`config.mk`:
```
export PLATFORM = sky130hd
export DESIGN_NAME = control_turnos
export DESIGN_NICKNAME = d
export VERILOG_FILES = /design/src/rtl/control_turnos.sv
export SDC_FILE = /design/constraint.sdc
export NUM_CORES = 1
export LEC_CHECK = 0
export ABC_AREA = 1
export BUFFER_PORTS_ARGS = -buffer_cell sky130_fd_sc_hd__buf_2
export CAP_MARGIN = 10
export CORE_ASPECT_RATIO = 1.5
export CORE_MARGIN = 10
export CORE_UTILIZATION = 40
export CTS_CLUSTER_SIZE = 14
export DETAILED_ROUTE_END_ITERATION = 16
export HOLD_SLACK_MARGIN = 0.12
export PLACE_DENSITY = 0.67
export REMOVE_ABC_BUFFERS = 1
export SLEW_MARGIN = 10
export SYNTH_ARGS = -nofsm -noshare
export SYNTH_HDL_FRONTEND = slang
export SYNTH_SLANG_ARGS = --single-unit
export TNS_END_PERCENT = 100
```
`constraint.sdc`:
```
create_clock -name clk -period 2.25 [get_ports clk]
set_input_delay 0.1125 -clock clk [delete_from_list [all_inputs] [get_ports clk]]
set_output_delay 0.1125 -clock clk [all_outputs]
set_load 0.02 [all_outputs]
```
`src/rtl/control_turnos.sv`:
```
// control_turnos: game sequencer for a two-player (human vs PC) naval battle.
// Walks through ship placement, alternating turns with a per-second countdown
// for the human player, a fixed two-cycle settle window after every shot,
// and latched win/lose results. All outputs come straight from flops.
module control_turnos #(
  parameter int CLK_FREQ     = 50_000_000,
  parameter int TURN_SECONDS = 15
) (
  input  logic       clk,
  input  logic       reset,
  input  logic       start,
  input  logic [2:0] barcos,
  input  logic       barcosColocadosJ,
  input  logic       barcosColocadosPC,
  input  logic       disparo,
  input  logic       disparoPCListo,
  input  logic       flotaJHundida,
  input  logic       flotaPCHundida,
  output logic       colocarHabilitado,
  output logic       colocarPCEn,
  output logic [2:0] barcosSel,
  output logic       disparoJEn,
  output logic       disparoPCEn,
  output logic       turnoJugador,
  output logic       timeout,
  output logic [3:0] segundos,
  output logic       ganaJugador,
  output logic       ganaPC,
  output logic [2:0] estado
);

  localparam int            PW       = (CLK_FREQ > 1) ? $clog2(CLK_FREQ) : 1;
  localparam logic [PW-1:0] PRESC_TC = PW'(CLK_FREQ - 1);
  localparam logic [3:0]    SEG_LOAD = 4'(TURN_SECONDS);

  typedef enum logic [2:0] {
    IDLE     = 3'd0,
    PLACE_J  = 3'd1,
    PLACE_PC = 3'd2,
    TURN_J   = 3'd3,
    TURN_PC  = 3'd4,
    CHECK    = 3'd5,
    WIN      = 3'd6,
    LOSE     = 3'd7
  } state_t;

  state_t        state;
  logic [PW-1:0] presc;
  logic          origen_pc;  // who fired the shot being settled in CHECK
  logic          chk_cnt;    // 0 = first CHECK cycle, 1 = second (evaluate)

  assign estado = state;

  // Sequencer: state, turn timer and every registered output. Strobes default
  // low each cycle so none can outlive a single clock.
  always_ff @(posedge clk or negedge reset) begin
    if (!reset) begin
      state             <= IDLE;
      presc             <= '0;
      origen_pc         <= 1'b0;
      chk_cnt           <= 1'b0;
      barcosSel         <= 3'd0;
      segundos          <= 4'd0;
      colocarHabilitado <= 1'b0;
      colocarPCEn       <= 1'b0;
      turnoJugador      <= 1'b0;
      ganaJugador       <= 1'b0;
      ganaPC            <= 1'b0;
      disparoJEn        <= 1'b0;
      disparoPCEn       <= 1'b0;
      timeout           <= 1'b0;
    end else begin
      disparoJEn  <= 1'b0;
      disparoPCEn <= 1'b0;
      timeout     <= 1'b0;
      case (state)
        IDLE: if (start && barcos != 3'd0 && barcos <= 3'd5) begin
          state             <= PLACE_J;
          barcosSel         <= barcos;
          colocarHabilitado <= 1'b1;
        end
        PLACE_J: if (barcosColocadosJ) begin
          state             <= PLACE_PC;
          colocarHabilitado <= 1'b0;
          colocarPCEn       <= 1'b1;
        end
        PLACE_PC: if (barcosColocadosPC) begin
          state        <= TURN_J;
          colocarPCEn  <= 1'b0;
          turnoJugador <= 1'b1;
          segundos     <= SEG_LOAD;
          presc        <= '0;
        end
        TURN_J: begin
          // A shot beats an expiring timer in the same cycle.
          if (disparo) begin
            state        <= CHECK;
            origen_pc    <= 1'b0;
            chk_cnt      <= 1'b0;
            disparoJEn   <= 1'b1;
            turnoJugador <= 1'b0;
            segundos     <= 4'd0;
            presc        <= '0;
          end else if (presc == PRESC_TC) begin
            presc <= '0;
            if (segundos == 4'd1) begin
              state        <= TURN_PC;
              timeout      <= 1'b1;
              disparoPCEn  <= 1'b1;
              turnoJugador <= 1'b0;
              segundos     <= 4'd0;
            end else begin
              segundos <= segundos - 4'd1;
            end
          end else begin
            presc <= presc + PW'(1);
          end
        end
        TURN_PC: if (disparoPCListo) begin
          state     <= CHECK;
          origen_pc <= 1'b1;
          chk_cnt   <= 1'b0;
        end
        CHECK: begin
          if (!chk_cnt) begin
            chk_cnt <= 1'b1;
          end else begin
            chk_cnt <= 1'b0;
            if (!origen_pc) begin
              if (flotaPCHundida) begin
                state       <= WIN;
                ganaJugador <= 1'b1;
              end else begin
                state       <= TURN_PC;
                disparoPCEn <= 1'b1;
              end
            end else if (flotaJHundida) begin
              state  <= LOSE;
              ganaPC <= 1'b1;
            end else begin
              state        <= TURN_J;
              turnoJugador <= 1'b1;
              segundos     <= SEG_LOAD;
              presc        <= '0;
            end
          end
        end
        WIN, LOSE: if (start) begin
          state       <= IDLE;
          barcosSel   <= 3'd0;
          ganaJugador <= 1'b0;
          ganaPC      <= 1'b0;
        end
        default: state <= IDLE;
      endcase
    end
  end

endmodule

```
==> reports/metrics.csv <==
stage;metric;value;unit
timing;slew_viol_final;0;
die;die-area;0.01105;mm2
finish;fillers;718;
grt;grt_usage;14.00;%
critical_path;timing.rr.start;estado[0];
synthesis;synth_cell_type_count;25;
timing;setup_viol;0;
outcome;status;finished, final reports clean;
timing;slew_headroom;67.48;%
min_path;min_from;disparo;
synthesis;yosysMostFrequentCell;nand2_1;
finish;utilization;46.90;%
die;chipHeight;123.9;um
synthesis;synth_top_area_share;40.02;%
grt;grt_pass1_wl;12510;um
synthesis;synth_flop_cell;dfrtp_1;
routing;wl;7236;um
clocking;cts_sinks;46;
flow_run;drv_cap;0;
synthesis;syn_avg_cell_area;6.768;um2
placed_design;dp_hpwl;5574;um
synthesis;synth-edff-count;0;
timing;finalCritPeriodShare;86.91;%
clocking;cts_hold_buffers;7;
clocking;cts_resized;0;
synthesis;ys_seq_elements;46;
clocking;worstSkewPairLatency;300;ps
timing;worst_clock_skew;3.566;ps
timing;holdWs;160.3;ps
routing;wl_per_cell;13.33;um
routing;drt_pass1_iterations;4;
finish;multiInputGateArea;0.001451;mm2
die;coreArea;0.006944;mm2
routing;drc;0;
die;num_rows;37;
synthesis;async_flop_share;100.0;%
finish;ff_latch_area;0.001151;mm2
die;io_pins;30;
power;power_density;1028;mW/mm2
critical_path;end_kind;register;
clocking;clockRootBuffer;clkbuf_8;
clocking;cts_made_buffers;5;
finish;finalNetCount;479;
power;leakage;1.610;nW
critical_path;crit_start;estado[0];
clocking;cts.clk_slew.worst_paths;90;ps
critical_path;cp_max_fo;27;
routing;antenna_left;0;
finish;num_antenna_cells;0;
clocking;tritoncts;yes;
critical_path;critPathMaxStageDelay;490;ps
synthesis;syn-cell-area;0.002877;mm2
timing;min_period;1956;ps
clocking;cts_max_level;2;
critical_path;rrSetupSlack;290;ps
critical_path;crit_chain;inv_2, nor2_1, nand3_1, nand2_2, nor2_4, nand2_4, nand2_1, o21ai_0;
timing;fin_tns_setup;0;ps
synthesis;netlist_top_cells_count;116 x nand2_1, 84 x nor2_1, 50 x inv_1;
synthesis;yosysWarnings;0;
placed_design;place.gp.congestion;0.8590;
routing;viasPerCell;5.164;
routing;drt_iter0_drc;87;
timing;worstMarginPinSlew;486.6;ps
die;die_x;89.24;um
grt;gr-total-overflow;0;
clocking;cts_setup_buffers;0;
grt;antenna_found_initial;0;
grt;grt_pass1_vias;2786;
critical_path;required;2430;ps
placed_design;placement.io_buffers;29;
die;start_util;41.42;%
timing;rsz0062_at_grt;no;
synthesis;synth_seq_area_share;40.02;%
critical_path;crit_type;register to register;
synthesis;synth_top_area_cell;dfrtp_1;
clocking;clock_path_buffers;2;
critical_path;worstPathArrival;2140;ps
critical_path;critPathSlowestCell;dfrtp_1;
finish;drive_above_1_share;11.18;%
timing;hold_violations;0;
finish;area_growth;13.22;%
min_path;worstHoldPathType;input pin to register;
critical_path;worstSetupStartpointType;register;
routing;vias;2804;
power;ir_drop;0.3813;mV
timing;fmax;511.4;MHz
synthesis;synthCells;425;
grt;grt_max_degree;28;
synthesis;synthTopCellsByArea;dfrtp_1 40%, nand2_1 15%, nor2_1 11%;
## where the power goes
| part | internal [mW] | switching [mW] |
|---|---|---|
| sequential | 1.00 | 0.184 |
| clock | 0.332 | 0.291 |
| combinational | 0.474 | 1.06 |
| total | 1.81 | 1.54 |
## registers in the layout (all words and copies together), names as in the netlist, 3 cells and up
name       count
segundos       4
presc         26
estado         3
barcosSel      3
## per-stage QoR
step | total power, mW | instances | setup slack [ps] | instance area (um2)
finish | 3.348 | 543 | 294.4 | 3257
global route | 3.633 | 543 | 110.6 | 3257
CTS | 3.375 | 543 | 307.7 | 3257
detailed placement | 2.744 | 528 | 322.1 | 3077
global placement | 2.715 | 528 | 333.7 | 3077
floorplan | 2.253 | 417 | 372.2 | 2804
## worst paths after layout
check                      depth (start not counted)      endpoint
min in group asynchronous                          2  barcosSel[0]
min reg2reg                                        2  turnoJugador
max reg2reg                                        8   segundos[1]
max                                                8   segundos[1]
min                                                2      presc[4]
max in group asynchronous                          3      presc[0]
## layer usage
layer  wire, um  part of all wire [%]  up-vias  global-route usage, %
li1           -                     -     1428                      -
met1       2891                    40     1313                  15.03
met2       3897                    54       54                  26.42
met3        313                   4.3        9                  2.745
met4        134                   1.9        0                  4.291
met5          0                     0        -                      0
## critical path: cells and delay by family (launching register included)
family	cells	cell delay, ps
DFF	1	490
AOI/OAI and AO/OA	1	90
and+or+nand+nor	6	1090
buffers and inverters	1	160
## cells by family after synthesis
logic type	synth area share (%)
XOR/XNOR	0.9136
flip-flops	40.02
adder cells (fa/ha/maj)	1.305
AO/OA/AOI/OAI	7.133
buffers and inverters	9.526
AND/OR/NAND/NOR	41.10
## placed cells by master (no fill, tap or decap), drive strengths merged
cell type / count
nand4: 12
a21oi: 19
o22ai: 2
clkbuf: 6
nor3: 11
nand3b: 1
xnor2: 3
o211ai: 1
nand3: 41
clkinvlp: 1
o31ai: 2
inv: 53
nor2: 88
dfrtp: 46
nand2: 120
buf: 33
bufinv: 1
ha: 3
dlygate4sd3: 7
o21ai: 15
## area by class of cell
class,instances,share of cell area [%]
sequential,46,35.34
tap,78,2.997
clock buffer,6,2.228
inverter,53,6.185
multi-input combinational,318,44.56
clock inverter,2,1.153
timing repair buffer,40,7.530
Note: power is estimated with default switching activity, not from simulation.
